<file path="src/rtl/dma_reg_pkg.sv">
// Shared constants and types for the DMA register bank: address map, CR layout,
// flag positions and the byte-lane write helper.
package dma_reg_pkg;

  // Byte offsets; a stream's registers live at STREAM_BASE + n*STREAM_STRIDE
  localparam logic [7:0] ISR_OFFS      = 8'h00;
  localparam logic [7:0] IFCR_OFFS     = 8'h04;
  localparam logic [7:0] STREAM_BASE   = 8'h10;
  localparam logic [7:0] STREAM_STRIDE = 8'h10;

  // Word index of each register inside a stream block (offsets 0x0/0x4/0x8/0xC)
  localparam logic [1:0] REG_CR   = 2'd0;
  localparam logic [1:0] REG_NDTR = 2'd1;
  localparam logic [1:0] REG_PAR  = 2'd2;
  localparam logic [1:0] REG_M0AR = 2'd3;

  localparam int CR_EN   = 0;
  localparam int CR_TCIE = 1;
  localparam int CR_HTIE = 2;
  localparam int CR_TEIE = 3;
  localparam int CR_DIR  = 6;
  localparam int CR_PSIZE = 8;
  localparam int CR_MSIZE = 10;
  localparam int CR_MINC = 12;
  localparam int CR_PINC = 13;
  localparam int CR_CIRC = 14;

  localparam logic [31:0] CR_RW_MASK = 32'h0000_7FCF;

  localparam int TCIF_BIT = 0;
  localparam int HTIF_BIT = 1;
  localparam int TEIF_BIT = 2;
  localparam int FLAG_W   = 3;

  typedef enum logic {
    IDLE   = 1'b0,
    ACTIVE = 1'b1
  } stream_state_e;

  typedef struct packed {
    logic [16:0] rsvd_31_15;
    logic        circ;
    logic        pinc;
    logic        minc;
    logic [1:0]  msize;
    logic [1:0]  psize;
    logic [1:0]  dir;
    logic [1:0]  rsvd_5_4;
    logic        teie;
    logic        htie;
    logic        tcie;
    logic        en;
  } dma_cr_t;

  function automatic logic [31:0] apply_strobe(input logic [31:0] old_val,
                                               input logic [31:0] wdata,
                                               input logic [3:0]  strb);
    logic [31:0] r;
    r = old_val;
    for (int b = 0; b < 4; b++) begin
      if (strb[b]) r[8*b +: 8] = wdata[8*b +: 8];
    end
    return r;
  endfunction

endpackage

</file>
<file path="src/rtl/dma_reg_file_if.sv">
// Register-interface bundle between the APB3 slave (master side) and the DMA register bank.
interface dma_reg_file_if;
  logic [31:0] i_addr;
  logic        i_read_en;
  logic        i_write_en;
  logic [3:0]  i_byte_strobe;
  logic [31:0] i_wdata;
  logic [31:0] o_rdata;

  modport master (
    output i_addr, i_read_en, i_write_en, i_byte_strobe, i_wdata,
    input  o_rdata
  );

  modport slave (
    input  i_addr, i_read_en, i_write_en, i_byte_strobe, i_wdata,
    output o_rdata
  );
endinterface

</file>
<file path="src/rtl/dma_stream_regs.sv">
// One DMA stream: CR/NDTR/PAR/M0AR, latched initial count, status flags and interrupt.
module dma_stream_regs
  import dma_reg_pkg::*;
(
  input  logic              i_clk,
  input  logic              i_nreset,
  input  logic              i_wr_cr,
  input  logic              i_wr_ndtr,
  input  logic              i_wr_par,
  input  logic              i_wr_m0ar,
  input  logic [3:0]        i_byte_strobe,
  input  logic [31:0]       i_wdata,
  input  logic [FLAG_W-1:0] i_flag_clr,
  input  logic              i_beat_done,
  input  logic              i_xfer_err,
  output logic [31:0]       o_cr,
  output logic [15:0]       o_ndtr,
  output logic [31:0]       o_par,
  output logic [31:0]       o_m0ar,
  output logic [FLAG_W-1:0] o_flags,
  output logic              o_irq
);

  dma_cr_t           cr_q, cr_d, cr_wr;
  logic [15:0]       ndtr_q, ndtr_d, ndtr_dec, ndtr_wr;
  logic [15:0]       init_q, init_d;
  logic [31:0]       par_q, par_d;
  logic [31:0]       m0ar_q, m0ar_d;
  logic [FLAG_W-1:0] flags_q, flags_d;
  stream_state_e     state;

  assign state    = stream_state_e'(cr_q.en);
  assign cr_wr    = dma_cr_t'(apply_strobe(cr_q, i_wdata, i_byte_strobe) & CR_RW_MASK);
  assign ndtr_dec = ndtr_q - 16'd1;
  assign ndtr_wr  = {i_byte_strobe[1] ? i_wdata[15:8] : ndtr_q[15:8],
                     i_byte_strobe[0] ? i_wdata[7:0]  : ndtr_q[7:0]};

  always_comb begin
    cr_d    = cr_q;
    ndtr_d  = ndtr_q;
    init_d  = init_q;
    par_d   = par_q;
    m0ar_d  = m0ar_q;
    // Clear first so that a flag set in the same cycle takes precedence
    flags_d = flags_q & ~i_flag_clr;

    if (state == ACTIVE) begin
      if (i_xfer_err) begin
        flags_d[TEIF_BIT] = 1'b1;
        cr_d.en           = 1'b0;
      end else if (i_beat_done) begin
        ndtr_d = ndtr_dec;
        if ((init_q >= 16'd2) && (ndtr_dec == (init_q >> 1))) flags_d[HTIF_BIT] = 1'b1;
        if (ndtr_dec == 16'd0) begin
          flags_d[TCIF_BIT] = 1'b1;
          if (cr_q.circ) ndtr_d = init_q;
          else           cr_d.en = 1'b0;
        end
      end
    end

    if (i_wr_cr) begin
      if (state == ACTIVE) begin
        // An engine-driven disable in this cycle cannot be overridden by software
        cr_d.en   = cr_d.en & cr_wr.en;
        cr_d.tcie = cr_wr.tcie;
        cr_d.htie = cr_wr.htie;
        cr_d.teie = cr_wr.teie;
      end else begin
        cr_d    = cr_wr;
        cr_d.en = cr_wr.en & (ndtr_q != 16'd0);
      end
    end

    if (state == IDLE) begin
      if (i_wr_ndtr) begin
        ndtr_d = ndtr_wr;
        init_d = ndtr_wr;
      end
      if (i_wr_par)  par_d  = apply_strobe(par_q, i_wdata, i_byte_strobe);
      if (i_wr_m0ar) m0ar_d = apply_strobe(m0ar_q, i_wdata, i_byte_strobe);
    end
  end

  always_ff @(posedge i_clk or negedge i_nreset) begin
    if (!i_nreset) begin
      cr_q    <= '0;
      ndtr_q  <= '0;
      init_q  <= '0;
      par_q   <= '0;
      m0ar_q  <= '0;
      flags_q <= '0;
    end else begin
      cr_q    <= cr_d;
      ndtr_q  <= ndtr_d;
      init_q  <= init_d;
      par_q   <= par_d;
      m0ar_q  <= m0ar_d;
      flags_q <= flags_d;
    end
  end

  assign o_cr    = cr_q;
  assign o_ndtr  = ndtr_q;
  assign o_par   = par_q;
  assign o_m0ar  = m0ar_q;
  assign o_flags = flags_q;
  assign o_irq   = (flags_q[TCIF_BIT] & cr_q.tcie) |
                   (flags_q[HTIF_BIT] & cr_q.htie) |
                   (flags_q[TEIF_BIT] & cr_q.teie);

endmodule

</file>
<file path="src/rtl/dma_reg_file.sv">
// DMA register bank: address decode, ISR/IFCR packing and read mux around
// STREAMS instances of dma_stream_regs.
module dma_reg_file
  import dma_reg_pkg::*;
#(
  parameter int STREAMS = 8
)
(
  input  logic                 i_clk,
  input  logic                 i_nreset,
  dma_reg_file_if.slave        bus,
  input  logic [STREAMS-1:0]   i_beat_done,
  input  logic [STREAMS-1:0]   i_xfer_err,
  output logic [STREAMS*32-1:0] o_cr,
  output logic [STREAMS*16-1:0] o_ndtr,
  output logic [STREAMS*32-1:0] o_par,
  output logic [STREAMS*32-1:0] o_m0ar,
  output logic [STREAMS-1:0]   o_irq
);

  logic [5:0]        word_idx;
  logic [31:0]       lane_mask;
  logic              ifcr_wr;
  logic [31:0]       clr_word;
  logic [31:0]       isr;
  logic [31:0]       rdata_c;
  logic [STREAMS-1:0] stream_sel;
  logic [31:0]       cr_a   [STREAMS];
  logic [15:0]       ndtr_a [STREAMS];
  logic [31:0]       par_a  [STREAMS];
  logic [31:0]       m0ar_a [STREAMS];
  logic [FLAG_W-1:0] flags_a[STREAMS];
  logic              unused_bits;

  assign word_idx = bus.i_addr[7:2];

  always_comb begin
    lane_mask = '0;
    for (int b = 0; b < 4; b++) lane_mask[8*b +: 8] = {8{bus.i_byte_strobe[b]}};
  end

  assign ifcr_wr  = bus.i_write_en && (word_idx == IFCR_OFFS[7:2]);
  assign clr_word = ifcr_wr ? (bus.i_wdata & lane_mask) : 32'h0;

  generate
    for (genvar gi = 0; gi < STREAMS; gi++) begin : g_stream
      localparam logic [7:0] BASE = 8'(STREAM_BASE + STREAM_STRIDE * gi);

      assign stream_sel[gi] = (word_idx[5:2] == BASE[7:4]);

      dma_stream_regs u_stream (
        .i_clk         (i_clk),
        .i_nreset      (i_nreset),
        .i_wr_cr       (bus.i_write_en && stream_sel[gi] && (word_idx[1:0] == REG_CR)),
        .i_wr_ndtr     (bus.i_write_en && stream_sel[gi] && (word_idx[1:0] == REG_NDTR)),
        .i_wr_par      (bus.i_write_en && stream_sel[gi] && (word_idx[1:0] == REG_PAR)),
        .i_wr_m0ar     (bus.i_write_en && stream_sel[gi] && (word_idx[1:0] == REG_M0AR)),
        .i_byte_strobe (bus.i_byte_strobe),
        .i_wdata       (bus.i_wdata),
        .i_flag_clr    (clr_word[4*gi +: FLAG_W]),
        .i_beat_done   (i_beat_done[gi]),
        .i_xfer_err    (i_xfer_err[gi]),
        .o_cr          (cr_a[gi]),
        .o_ndtr        (ndtr_a[gi]),
        .o_par         (par_a[gi]),
        .o_m0ar        (m0ar_a[gi]),
        .o_flags       (flags_a[gi]),
        .o_irq         (o_irq[gi])
      );

      assign o_cr  [32*gi +: 32] = cr_a[gi];
      assign o_ndtr[16*gi +: 16] = ndtr_a[gi];
      assign o_par [32*gi +: 32] = par_a[gi];
      assign o_m0ar[32*gi +: 32] = m0ar_a[gi];
    end

    // ISR always spans eight nibbles; absent streams read as zero
    for (genvar gi = 0; gi < 8; gi++) begin : g_isr
      if (gi < STREAMS) begin : g_live
        assign isr[4*gi +: 4] = {1'b0, flags_a[gi]};
      end else begin : g_absent
        assign isr[4*gi +: 4] = 4'h0;
      end
    end
  endgenerate

  always_comb begin
    rdata_c = '0;
    if (word_idx == ISR_OFFS[7:2]) rdata_c = isr;
    for (int n = 0; n < STREAMS; n++) begin
      if (stream_sel[n]) begin
        case (word_idx[1:0])
          REG_CR:   rdata_c = cr_a[n];
          REG_NDTR: rdata_c = {16'h0, ndtr_a[n]};
          REG_PAR:  rdata_c = par_a[n];
          default:  rdata_c = m0ar_a[n];
        endcase
      end
    end
  end

  assign bus.o_rdata = rdata_c;

  // Address bits outside the decoded window and the read strobe carry no state
  assign unused_bits = ^{bus.i_addr[31:8], bus.i_addr[1:0], bus.i_read_en, clr_word};

endmodule

</file>
<file path="src/flat_wrapper.sv">
// flat-port wrapper written by rule: the top's interface ports become plain ports
module dma_reg_file_flat import dma_reg_pkg::*;
#(
  parameter int STREAMS = 8
)
  (i_clk, i_nreset, i_beat_done, i_xfer_err, o_cr, o_ndtr, o_par, o_m0ar, o_irq, bus_i_addr, bus_i_read_en, bus_i_write_en, bus_i_byte_strobe, bus_i_wdata, bus_o_rdata);
  dma_reg_file_if bus_i ();
  input  logic i_clk;
  input  logic i_nreset;
  input  logic [STREAMS-1:0] i_beat_done;
  input  logic [STREAMS-1:0] i_xfer_err;
  output logic [STREAMS*32-1:0] o_cr;
  output logic [STREAMS*16-1:0] o_ndtr;
  output logic [STREAMS*32-1:0] o_par;
  output logic [STREAMS*32-1:0] o_m0ar;
  output logic [STREAMS-1:0] o_irq;
  input wire logic [$bits(bus_i.i_addr)-1:0] bus_i_addr;
  input wire logic [$bits(bus_i.i_read_en)-1:0] bus_i_read_en;
  input wire logic [$bits(bus_i.i_write_en)-1:0] bus_i_write_en;
  input wire logic [$bits(bus_i.i_byte_strobe)-1:0] bus_i_byte_strobe;
  input wire logic [$bits(bus_i.i_wdata)-1:0] bus_i_wdata;
  output wire logic [$bits(bus_i.o_rdata)-1:0] bus_o_rdata;
  assign bus_i.i_addr = bus_i_addr;
  assign bus_i.i_read_en = bus_i_read_en;
  assign bus_i.i_write_en = bus_i_write_en;
  assign bus_i.i_byte_strobe = bus_i_byte_strobe;
  assign bus_i.i_wdata = bus_i_wdata;
  assign bus_o_rdata = bus_i.o_rdata;
  dma_reg_file #(.STREAMS(STREAMS)) u_core (.i_clk(i_clk), .i_nreset(i_nreset), .bus(bus_i), .i_beat_done(i_beat_done), .i_xfer_err(i_xfer_err), .o_cr(o_cr), .o_ndtr(o_ndtr), .o_par(o_par), .o_m0ar(o_m0ar), .o_irq(o_irq));
endmodule
</file>
<file path="config.mk">
export PLATFORM = sky130hd
export DESIGN_NAME = dma_reg_file_flat
export DESIGN_NICKNAME = d
export VERILOG_FILES = /design/src/rtl/dma_reg_pkg.sv /design/src/rtl/dma_reg_file_if.sv /design/src/rtl/dma_stream_regs.sv /design/src/rtl/dma_reg_file.sv /design/src/flat_wrapper.sv
export SDC_FILE = /design/constraint.sdc
export NUM_CORES = 2
export LEC_CHECK = 0
export ABC_AREA = 1
export BUFFER_PORTS_ARGS = -buffer_cell sky130_fd_sc_hd__buf_4
export CAP_MARGIN = 20
export CELL_PAD_IN_SITES_DETAIL_PLACEMENT = 1
export CELL_PAD_IN_SITES_GLOBAL_PLACEMENT = 2
export CORE_MARGIN = 4
export CORE_UTILIZATION = 28
export DETAILED_ROUTE_END_ITERATION = 6
export PLACE_DENSITY = 0.87
export SYNTH_ARGS = -nofsm -noshare
export SYNTH_HDL_FRONTEND = slang
export SYNTH_SLANG_ARGS = --single-unit
export TNS_END_PERCENT = 10
</file>
<file path="constraint.sdc">
create_clock -name i_clk -period 2.55 [get_ports i_clk]
set_input_delay 0.51 -clock i_clk [delete_from_list [all_inputs] [get_ports i_clk]]
set_output_delay 0.51 -clock i_clk [all_outputs]
set_load 0.1 [all_outputs]
</file>
==> results.ini <==
[status]
outcome = finished with violations
violations = setup timing

[placement]
port_buffers = 844
routabilityCongestion = 1.01
place_ws_ns = -1.38
hpwl_mm = 254
place_area_sq_um = 65200

[synthesis]
synth_top_area_share_pct = 45.3
synth_top_cell_by_area = dfrtp_1
synth_most_common_cell = nand2_1
async_flop_share_pct = 100
syn_avg_cell_area_sq_um = 7.43
synth_area_sq_um = 49500
ys.flop_type = dfrtp_1
synthTopCellsByArea = dfrtp_1, nand2_1, o21ai_0
syn-instance-count = 6657
ys_ff_latch = 896
synth-edff-count = 0
yosysSeqAreaShare_pct = 45.3
yosys-top-cells-count = nand2_1, o21ai_0, dfrtp_1
yosys_warnings = 0
synth.distinct_cells = 56

[clock_tree]
worstSkewPairLatency_ns = 0.77
cts_tree = yes
cts_buffer_depth = 3
clock_sinks = 896
cts_buffers = 108
cts_root_buf = clkbuf_16
path_clk_slew_ns = 0.06
cts_max_level = 3

[critical_path]
criticalPathCategory = flip-flop to output port
cpPeakStageDelay_ns = 0.45
cp_num_buf_inv = 2
start_kind = flip-flop
critPathCaptureType = output port
path_cells = nand2_1 > o211ai_1 > a21oi_1 > o21ai_1 > a21oi_1 > o211ai_1 > nor2_1 > buf_4 > o2111ai_4 > buf_12
critical_path.slowest_cell = dfrtp_1
cp_data_arrival_time_ns = 2.78
crit_family = compound AO/OA/AOI/OAI gates
critPathMaxFanout = 2
critPathRequiredTime_ns = 2.04

[route]
wl_mm = 327
drcViolationCount = 0
via_count = 58100
drtIter0Drc = 5802
ant_nets = 0
detail_route.wl_per_cell_um = 30.6
via_per_inst = 5.44
drt-pass1-iter-count = 6

[floorplan]
rows = 154
coreArea_sq_um = 176000
die_area_sq_um = 184000
die_y_um = 428
io_pins = 1024
die_x_um = 428
start_util_pct = 28.1

[sta]
rsz0062_at_grt = true
fin_crit_ns = 3.29
final_hold_viol_count = 0
final.setup.worst_slack_ns = -0.744
slew_headroom_pct = 43.1
hold_ws_ns = 0.0617
setup_viol = 46
fin_worst_skew_ns = 0.0517
drv_slew = 0
fmax_mhz = 304
finalCritPeriodShare_pct = 129
tightest_slew_ns = 0.853

[power_and_ir_drop]
power_mw = 64.3
p_per_area_nw_per_um2 = 899
leakagePower_nw = 35.6
peakVddDrop_uv = 625

[global_route]
grt_pass1_vias = 58500
antenna_found_initial = 24
track_usage_pct = 34.1
grt_pass1_wl_mm = 452
grt_max_degree = 93
overflow = 0

[flow_run]
drv_cap = 0

[layout]
fin_nets = 8329
postLayoutCellArea_sq_um = 71500
utilization_pct = 40.6
drive_gt1_share_pct = 28.9
fill_cells = 21400
area_delta_synth_final_pct = 44.4

[min_path]
min-delay-path-class = primary input to flip-flop

[metal layers]
layer  wire [um]  global-route usage, %  part of all wire (%)
met3       27000                   7.53                   8.2
met4       33600                   28.6                    10
met5          86                      0                 0.026
met1      120000                   39.8                    37
met2      147000                   53.3                    45
[final timing paths]
kind	slack, ns	cells past startpoint	to	start
setup reg to reg	-0.05	14	u_core.g_stream[3].u_stream.state	u_core.g_stream[3].u_stream.o_ndtr[4]
hold / removal	0.06	3	u_core.g_stream[5].u_stream.o_par[14]	bus_i_wdata[14]
min in group asynchronous	0.28	2	u_core.g_stream[4].u_stream.init_q[1]	i_nreset
max in group asynchronous	1.24	4	u_core.g_stream[0].u_stream.o_m0ar[17]	i_nreset
hold reg to reg	0.50	2	u_core.g_stream[5].u_stream.init_q[0]	u_core.g_stream[5].u_stream.init_q[0]
setup / recovery	-0.74	10	bus_o_rdata[10]	u_core.g_stream[0].u_stream.o_par[10]
[state kept, by name, indices dropped and copies added (netlist names)]
name	cells
u_core.g_stream.u_stream.init_q	128
u_core.g_stream.u_stream.o_flags	24
u_core.g_stream.u_stream.o_par	256
u_core.g_stream.u_stream.o_m0ar	256
u_core.g_stream.u_stream.o_ndtr	128
u_core.g_stream.u_stream.o_cr	96
u_core.g_stream.u_stream.state	8
[cell usage in the layout (no fill, tap or decap), types with 74 or more instances in the layout]
cell          n
clkbuf_16   114
dfrtp_1     850
a21oi_1      88
conb_1      152
o21ai_0     916
nor2_1      248
xor2_1       74
nand2_1    2277
inv_1       436
a22o_1       94
buf_12      124
nand4_1     155
buf_4      1623
nand3_1     331
[report_power, final]
part,internal [mW],switching (mW)
logic,7.48,22.1
registers,15.9,1.98
clock network,9.79,7.13
total,33.1,31.2
[cell type report]
cell class,count,area [sq um],area share (%)
repair buffers,1817,15800,22.0
well taps,2340,2930,4.10
inverters,519,2020,2.82
diodes,19,47.5,0.0665
multi-input cells,4883,24400,34.2
clock buffers,141,3020,4.22
clock inverters,58,787,1.10
flip-flops and latches,896,22500,31.4
[cells by family (layout without fill, tap and decap cells)]
logic type / count (synthesis) / in the layout / synth area share, %
and+or+nand+nor: 3221 / 3221 / 26.9
AOI/OAI and AO/OA: 1406 / 1406 / 16.4
buffers and inverters: 1029 / 2535 / 9.32
DFF: 896 / 896 / 45.3
xor gates and xnor gates: 88 / 88 / 1.59
adders and majority gates: 16 / 16 / 0.405
other: 1 / 171 / 0.00758
[worst register-to-register path: stages (launching register included)]
cell	delay, ns
dfrtp_1	0.48
buf_4	0.21
nor2_1	0.12
nand2_1	0.12
nor2_2	0.20
nand2_1	0.08
nand2_1	0.06
nand2_1	0.06
inv_1	0.10
nand3_1	0.15
nor2_4	0.21
buf_12	0.16
nand2_1	0.09
o21ai_0	0.24
a21oi_1	0.17
[timing repair]
item / 4_1_cts / 5_1_grt
pin swaps: 34 / 78
endpoints found under the setup margin: 102 / 172
resized for setup: 235 / 237
gates cloned: 7 / 6
buffers inserted: 20 / 33
hold buffers: 4 / 0
endpoints found under the hold margin: 126 / 0
[per-stage QoR]
step / cells / setup TNS (ns)
finish: 10700 / -18.19
global placement: 10400 / -99.02
CTS: 10600 / -19.05
floorplan: 6808 / -57.05
detailed placement: 10400 / -114.24
global route: 10700 / -29.16
Note: power is estimated with default switching activity, not from simulation.
